### src/rtl/pmbist_resp_analyzer.sv
// PMBIST response analyzer: delays expected data/address to line up with the
// memory read latency, compares against read-back data and keeps fail results.
`ifndef DATA_WIDTH
`define DATA_WIDTH 8
`endif

module pmbist_resp_analyzer #(
  parameter int dw     = `DATA_WIDTH,
  parameter int aw     = 8,
  parameter int cw     = 8,
  parameter int rd_lat = 1
) (
  input  logic          clk,
  input  logic          rst,
  input  logic          en,
  input  logic          clear,
  input  logic          cmp_vld,
  input  logic [dw-1:0] exp_data,
  input  logic [aw-1:0] addr,
  input  logic [dw-1:0] rd_data,
  output logic          fail_now,
  output logic          fail,
  output logic [cw-1:0] fail_cnt,
  output logic [aw-1:0] ff_addr,
  output logic [dw-1:0] ff_syn,
  output logic          busy
);

  if (rd_lat < 1 || rd_lat > 4) begin : g_lat_chk
    $error("pmbist_resp_analyzer: rd_lat=%0d outside legal range 1..4", rd_lat);
  end

  logic [rd_lat:1]         vld_pipe_q, vld_pipe_d;
  logic [rd_lat:1][dw-1:0] exp_pipe_q, exp_pipe_d;
  logic [rd_lat:1][aw-1:0] adr_pipe_q, adr_pipe_d;

  logic          cmp_v_q, cmp_v_d;
  logic [dw-1:0] syn_q, syn_d;
  logic [aw-1:0] cmp_adr_q, cmp_adr_d;

  logic          fail_now_q, fail_now_d;
  logic          fail_q, fail_d;
  logic [cw-1:0] fail_cnt_q, fail_cnt_d;
  logic [aw-1:0] ff_addr_q, ff_addr_d;
  logic [dw-1:0] ff_syn_q, ff_syn_d;
  logic          mis;

  always_comb begin
    vld_pipe_d    = vld_pipe_q;
    exp_pipe_d    = exp_pipe_q;
    adr_pipe_d    = adr_pipe_q;
    vld_pipe_d[1] = cmp_vld & en & ~clear;
    exp_pipe_d[1] = exp_data;
    adr_pipe_d[1] = addr;
    for (int k = 2; k <= rd_lat; k++) begin
      vld_pipe_d[k] = vld_pipe_q[k-1] & ~clear;
      exp_pipe_d[k] = exp_pipe_q[k-1];
      adr_pipe_d[k] = adr_pipe_q[k-1];
    end

    // rd_data only enters the syndrome when a real strobe sits at the last stage,
    // so unknown bus values between reads never reach the result registers.
    cmp_v_d   = vld_pipe_q[rd_lat] & ~clear;
    syn_d     = vld_pipe_q[rd_lat] ? (exp_pipe_q[rd_lat] ^ rd_data) : '0;
    cmp_adr_d = adr_pipe_q[rd_lat];

    mis        = cmp_v_q & (syn_q != '0);
    fail_now_d = mis;
    fail_d     = fail_q | mis;
    fail_cnt_d = fail_cnt_q;
    ff_addr_d  = ff_addr_q;
    ff_syn_d   = ff_syn_q;
    if (mis && fail_cnt_q != '1) fail_cnt_d = fail_cnt_q + 1'b1;
    if (mis && !fail_q) begin
      ff_addr_d = cmp_adr_q;
      ff_syn_d  = syn_q;
    end

    if (clear) begin
      fail_now_d = 1'b0;
      fail_d     = 1'b0;
      fail_cnt_d = '0;
      ff_addr_d  = '0;
      ff_syn_d   = '0;
    end
  end

  always_ff @(posedge clk or negedge rst) begin
    if (!rst) begin
      vld_pipe_q <= '0;
      exp_pipe_q <= '0;
      adr_pipe_q <= '0;
      cmp_v_q    <= 1'b0;
      syn_q      <= '0;
      cmp_adr_q  <= '0;
      fail_now_q <= 1'b0;
      fail_q     <= 1'b0;
      fail_cnt_q <= '0;
      ff_addr_q  <= '0;
      ff_syn_q   <= '0;
    end else begin
      vld_pipe_q <= vld_pipe_d;
      exp_pipe_q <= exp_pipe_d;
      adr_pipe_q <= adr_pipe_d;
      cmp_v_q    <= cmp_v_d;
      syn_q      <= syn_d;
      cmp_adr_q  <= cmp_adr_d;
      fail_now_q <= fail_now_d;
      fail_q     <= fail_d;
      fail_cnt_q <= fail_cnt_d;
      ff_addr_q  <= ff_addr_d;
      ff_syn_q   <= ff_syn_d;
    end
  end

  assign fail_now = fail_now_q;
  assign fail     = fail_q;
  assign fail_cnt = fail_cnt_q;
  assign ff_addr  = ff_addr_q;
  assign ff_syn   = ff_syn_q;
  assign busy     = (|vld_pipe_q) | cmp_v_q;

endmodule
### config.mk
export PLATFORM = sky130hd
export DESIGN_NAME = pmbist_resp_analyzer
export DESIGN_NICKNAME = d
export VERILOG_FILES = /design/src/rtl/pmbist_resp_analyzer.sv
export SDC_FILE = /design/constraint.sdc
export NUM_CORES = 1
export LEC_CHECK = 0
export CAP_MARGIN = 20
export CORE_MARGIN = 4
export CORE_UTILIZATION = 48
export CTS_CLUSTER_DIAMETER = 120
export DETAILED_ROUTE_END_ITERATION = 10
export PLACE_DENSITY = 0.74
export SYNTH_ARGS = -nofsm -noshare
export SYNTH_HDL_FRONTEND = slang
export SYNTH_SLANG_ARGS = --single-unit
### constraint.sdc
create_clock -name clk -period 2.1 [get_ports clk]
set_input_delay 0.42 -clock clk [delete_from_list [all_inputs] [get_ports clk]]
set_output_delay 0.42 -clock clk [all_outputs]
set_load 0.02 [all_outputs]
==> impl_metrics.yaml, run 1 <==
run_status:
  status: "finished, final reports clean"
route:
  totalWireLength_mm: 4.46
  vias: 1458
  detail-route-antenna-nets: 0
  routed_via_density: 5.17
  wl_per_cell_um: 15.8
  drt_pass1_iterations: 4
  drc: 0
  drt_iter0_markers: 66
yosys:
  yosys.area.top_type: "dfrtp_1"
  synth_top_area_share_pct: 68.0
  async_flop_share_pct: 100
  synth_edf_count: 0
  ys_seq_elements: 60
  netlist_area_um2: 2210
  yosysWarnings: 0
  ys_seq_area_share_pct: 68.0
  synth_cell_types: 29
  syn_nets: 192
  muxShareOfSynthArea_pct: 8.39
  synth-compound-area-share_pct: 5.05
  synth_adder_area_share_pct: 0.567
  yosys.area_share.simple_pct: 12.9
  synth_area_leaders: "dfrtp_1 68%, mux2i_1 7.7%, nor2_1 3.6%"
  synth_common_cells: "60 x dfrtp_1, 21 x nor2_1, 17 x mux2i_1"
  synth-xor-area-share_pct: 3.17
  yosysMostFrequentCell: "dfrtp_1"
  synthCells: 162
  syn_avg_cell_area_um2: 13.6
  ys.flop_type: "dfrtp_1"
  synth_top_family_by_area: "simple AND/OR/NAND/NOR gates"
pwr:
  powerDensity_nw_per_um2: 802
  ir_worst_vdd_uv: 575
  leakage_nw: 1.28
sta:
  post-route-period-util_pct: 89.3
  worst_slew_pin_slew_ns: 1.05
  drv_slew: 0
  setup_viol: 0
  fin_crit_ns: 1.88
  max_freq_ghz: 0.533
  hold_viol: 0
  clock_skew_ns: 0.00435
  rsz0062_at_grt: "false"
  max_slew_margin_pct: 29.5
  fin_tns_setup_ns: 0
die:
  fp.coreArea_um2: 4410
  ios: 56
  die_h_um: 75.8
  die-area_um2: 5750
  die_w_um: 75.8
  rows: 24
  start_util_pct: 50.0
worst_setup_path:
  cp-end-kind: "output pin"
  path_cells: "clkdlybuf4s50_1"
  critPathTopFamily: "buffers and inverters"
  crit_buf_inv: 1
  cp_slowest_cell: "clkdlybuf4s50_1"
  critPathKind: "reg -> out"
  worstPathArrival_ns: 1.46
  worstPathRequired_ns: 1.68
  worstPathMaxFanout: 7
  start_kind: "register"
  cpPeakStageDelay_ns: 0.65
worst_hold_path:
  holdCritPathClass: "in -> async"
run:
  maxCapViolations: 0
grt:
  grt_max_degree: 35
  grt_pass1_vias: 1547
  grt.total_usage_pct: 18.2
  grt_pass1_wl_mm: 7.39
  antenna_found_initial: 0
  grt_overflow_total: 0
finish:
  n_fill_cell: 313
  n_antenna_cell: 0
  drive_gt1_share_pct: 11.7
  syn_to_final_growth_pct: 37.0
  nets: 255
  final_core_util_pct: 68.5
clocking:
  h-tree-depth: 3
  cts_buffers: 9
  clkSinkCount: 60
  root_buffer: "clkbuf_8"
  clk_pin_slew_worst_paths_ns: 0.07
  clk_latency_ns: 0.35
  cts_tree: "done"
  clockBufferDepth: 2
  post_cts_buffers: 0
placement:
  dp_hpwl_mm: 3.07
  gp_congestion: 0.701
  portBuffers: 55
==> through the flow <==
step / hold WS [ns] / std cells / cell area (um^2) / setup slack (ns) / power (mW)
floorplan: 0.124 / 162 / 2210 / 0.493 / 1.27
global placement: 0.333 / 266 / 2820 / 0.346 / 1.37
detailed placement: 0.335 / 266 / 2820 / 0.220 / 1.37
CTS: 0.0968 / 282 / 3020 / 0.194 / 2.45
global route: 0.129 / 282 / 3020 / 0.127 / 2.53
finish: 0.0817 / 282 / 3020 / 0.224 / 2.42
==> flip-flops by register name, summed over array words and instances (netlist names) <==
| signal | cells |
|---|---|
| syn_q | 8 |
| cmp_adr_q | 8 |
| fail | 1 |
| fail_now | 1 |
| cmp_v_q | 1 |
| ff_addr | 8 |
| exp_pipe_q | 8 |
| adr_pipe_q | 8 |
| vld_pipe_q | 1 |
| ff_syn | 8 |
| fail_cnt | 8 |
==> cell families (layout without fill, tap and decap cells) <==
family	after synthesis	after routing
AND/OR/NAND/NOR	52	52
buffers and inverters	8	76
XOR/XNOR	8	8
flip-flops	60	60
multiplexers	18	18
AO/OA/AOI/OAI	15	15
adder cells (fa/ha/maj)	1	1
==> area by class of cell <==
cell class	count	area (um^2)	share of cell area (%)
clock buffer	11	151	5.01
tap	52	65.1	2.15
sequential	60	1500	49.6
timing repair buffer	57	572	18.9
multi-input combinational	94	664	22.0
clock inverter	5	58.8	1.94
inverter	3	11.3	0.372
==> layer usage <==
layer,wire length (um),global-route usage [%]
met1,1790,21.7
met5,0,0
met4,80,6.99
met3,316,8.97
met2,2270,28.3
==> where the power goes <==
part           switching, mW  internal, mW  total (mW)
registers             0.0164          1.19        1.21
clock network          0.464         0.614        1.08
logic                 0.0651        0.0771       0.142
total                  0.545          1.88        2.42
==> path summary, 6_finish.rpt <==
| check | start | to | slack, ns | cells past startpoint |
|---|---|---|---|---|
| max | fail_cnt[0]$_DFFE_PN0P_ | fail_cnt[0] | 0.22 | 1 |
| min | rst | adr_pipe_q[4]$_DFF_PN0_ | 0.08 | 1 |
| max reg2reg | syn_q[2]$_DFF_PN0_ | ff_addr[5]$_DFFE_PN0P_ | 0.23 | 4 |
| min reg2reg | adr_pipe_q[3]$_DFF_PN0_ | cmp_adr_q[3]$_DFF_PN0_ | 0.35 | 0 |
| max in group asynchronous | rst | exp_pipe_q[7]$_DFF_PN0_ | 1.43 | 2 |
| min in group clk | adr_pipe_q[3]$_DFF_PN0_ | cmp_adr_q[3]$_DFF_PN0_ | 0.35 | 0 |
==> cells in the final DEF (no fill, tap or decap), types with 2 or more instances in the layout <==
master	n
a21oi_1	6
and2_1	8
clkbuf_8	11
clkdlybuf4s50_1	53
clkinvlp_4	2
dfrtp_1	60
inv_1	3
mux2i_1	17
nand2_1	2
nand2b_1	2
nand3_1	5
nor2_1	21
nor2b_1	3
nor4_2	3
o31ai_1	3
or4_1	4
xor2_1	8
==> timing repair <==
item	4_1_cts	5_1_grt
hold endpoints to repair	0	0
gates resized for setup	1	0
endpoints found under the setup margin	1	0
hold buffers	0	0
(Power assumes the default switching activity.)
==> inputs of run 2 (changes only) <==
--- a/config.mk
+++ b/config.mk
@@ -5,7 +5,6 @@
 export SDC_FILE = /design/constraint.sdc
 export NUM_CORES = 1
 export LEC_CHECK = 0
-export CAP_MARGIN = 20
 export CORE_MARGIN = 4
 export CORE_UTILIZATION = 48
 export CTS_CLUSTER_DIAMETER = 120
==> results of run 2 <==
No change in the layout: final DEF, timing and power equal those of run 1.
==> inputs of run 3 (changes only) <==
--- a/config.mk
+++ b/config.mk
@@ -6,10 +6,10 @@
 export NUM_CORES = 1
 export LEC_CHECK = 0
 export CORE_MARGIN = 4
-export CORE_UTILIZATION = 48
+export CORE_UTILIZATION = 43
 export CTS_CLUSTER_DIAMETER = 120
 export DETAILED_ROUTE_END_ITERATION = 10
-export PLACE_DENSITY = 0.74
+export PLACE_DENSITY = 0.68
 export SYNTH_ARGS = -nofsm -noshare
 export SYNTH_HDL_FRONTEND = slang
 export SYNTH_SLANG_ARGS = --single-unit
==> run 3 against run 2 <==
  * Die area increased by 10%
  * Worst setup slack better by 0.0011 ns
  * Global-route usage decreased by 3.8 points
  * Non-clock buffer count grew 2
  * Utilization down 6.5 points
  * Register-to-register slack gained 0.04 ns
  * Cell area decreased by 0.66%
  * Sequential power about the same
  * Critical path type unchanged
  * Largest power group unchanged
  * Highest routed layer unchanged
==> impl_metrics.yaml, run 3 (same netlist as run 1, synthesis figures left out) <==
run_status:
  status: "finished, final reports clean"
run:
  maxCapViolations: 0
die:
  ios: 56
  die_h_um: 79.6
  die-area_um2: 6340
  start_util_pct: 45.5
  die_w_um: 79.6
  fp.coreArea_um2: 4850
  rows: 25
clocking:
  cts_resized: 1
  post_cts_buffers: 0
  clk_pin_slew_worst_paths_ns: 0.06
  clockBufferDepth: 2
  cts_buffers: 9
  h-tree-depth: 3
  ctsHoldBuffers: 0
  root_buffer: "clkbuf_8"
  cts_tree: "done"
  clkSinkCount: 60
  clk_latency_ns: 0.33
finish:
  nets: 257
  n_antenna_cell: 0
  final_common_cell: "dfrtp_1"
  drive_gt1_share_pct: 11.3
  final_cell_mix: "60 x dfrtp_1, 53 x clkdlybuf4s50_1, 21 x nor2_1"
  syn_to_final_growth_pct: 36.1
  fin_cells: 298
  final_cell_area_um2: 3000
  final_core_util_pct: 62.0
placement:
  gp_congestion: 0.796
  placedCellCount: 283
  portBuffers: 55
  place_area_um2: 2840
  dp_hpwl_mm: 3.02
  post-place-ws_ns: 0.243
sta:
  drv_slew: 0
  worst_slew_pin_slew_ns: 1.07
  rsz0062_at_grt: "false"
  setup_viol: 0
  fin_tns_setup_ns: 0
  post-route-period-util_pct: 89.3
  clock_skew_ns: 0.00736
  fin_crit_ns: 1.87
  max_freq_ghz: 0.533
  hold_viol: 0
  max_slew_margin_pct: 28.3
  finalWorstSetupSlack_ns: 0.225
pwr:
  ir_worst_vdd_uv: 495
  leakage_nw: 1.27
  powerDensity_nw_per_um2: 740
route:
  detail-route-antenna-nets: 0
  totalWireLength_mm: 4.17
  drt_iter0_markers: 79
  vias: 1440
  drc: 0
  wl_per_cell_um: 14.0
  drt_pass1_iterations: 4
  routed_via_density: 4.83
worst_setup_path:
  worstPathMaxFanout: 10
  cp_slowest_cell: "dfrtp_1"
  critPathKind: "reg -> out"
  worstPathArrival_ns: 1.45
  path_cells: "or2_2, dlygate4sd2_1"
  cp-end-kind: "output pin"
  start_kind: "register"
  cpPeakStageDelay_ns: 0.46
  worstRegToRegCells: 4
  worstPathRequired_ns: 1.68
grt:
  grt_max_degree: 29
  grt.total_usage_pct: 14.4
  grt_overflow_total: 0
  grt_pass1_vias: 1443
  antenna_found_initial: 0
  grt_pass1_wl_mm: 6.73
worst_hold_path:
  holdCritPathClass: "in -> async"
==> run 3: worst max-delay path, delay by kind of cell, from the launching register on <==
kind | cells | cell delay [ns]
flops | 1 | 0.46
buf+inv | 1 | 0.33
simple gates | 1 | 0.34
==> run 3: path summary, 6_finish.rpt <==
| path | startpoint | end | slack, ns |
|---|---|---|---|
| worst max-delay path | vld_pipe_q$_DFF_PN0_ | busy | 0.23 |
| worst min-delay path | rst | fail_cnt[5]$_DFFE_PN0P_ | 0.008 |
| worst max register to register | syn_q[0]$_DFF_PN0_ | ff_addr[5]$_DFFE_PN0P_ | 0.27 |
| worst min register to register | adr_pipe_q[4]$_DFF_PN0_ | cmp_adr_q[4]$_DFF_PN0_ | 0.35 |
| max in group asynchronous | rst | exp_pipe_q[0]$_DFF_PN0_ | 1.40 |
| min in group clk | adr_pipe_q[4]$_DFF_PN0_ | cmp_adr_q[4]$_DFF_PN0_ | 0.35 |
==> run 3: metal layers <==
metal  up-vias  track usage, %  part of all wire, %
met4         0            8.76                  1.6
met2        50            22.5                   50
li1        681               -                    -
met5         -               0                    0
met3         6            4.74                  6.6
met1       703            17.2                   42
==> run 3: where the power goes <==
part           internal, mW  switching (mW)
clock                 0.482           0.393
sequential             1.19          0.0160
combinational        0.0770          0.0655
total                  1.75           0.474
==> run 3: stage by stage <==
stage	power (mW)	hold WS (ns)
final	2.22	0.00821
after global routing	2.32	0.0378
after CTS	2.26	0.00633
after detailed placement	1.37	0.335
after global placement	1.37	0.332
after floorplan	1.27	0.124
==> run 3: final cells by class <==
class | instances | area, um^2
Clock buffer | 13 | 159
Clock inverter | 2 | 10.0
Tap cell | 67 | 83.8
Multi-Input combinational cell | 94 | 664
Fill cell | 382 | 1840
Inverter | 3 | 11.3
Sequential cell | 60 | 1500
Timing Repair Buffer | 59 | 574
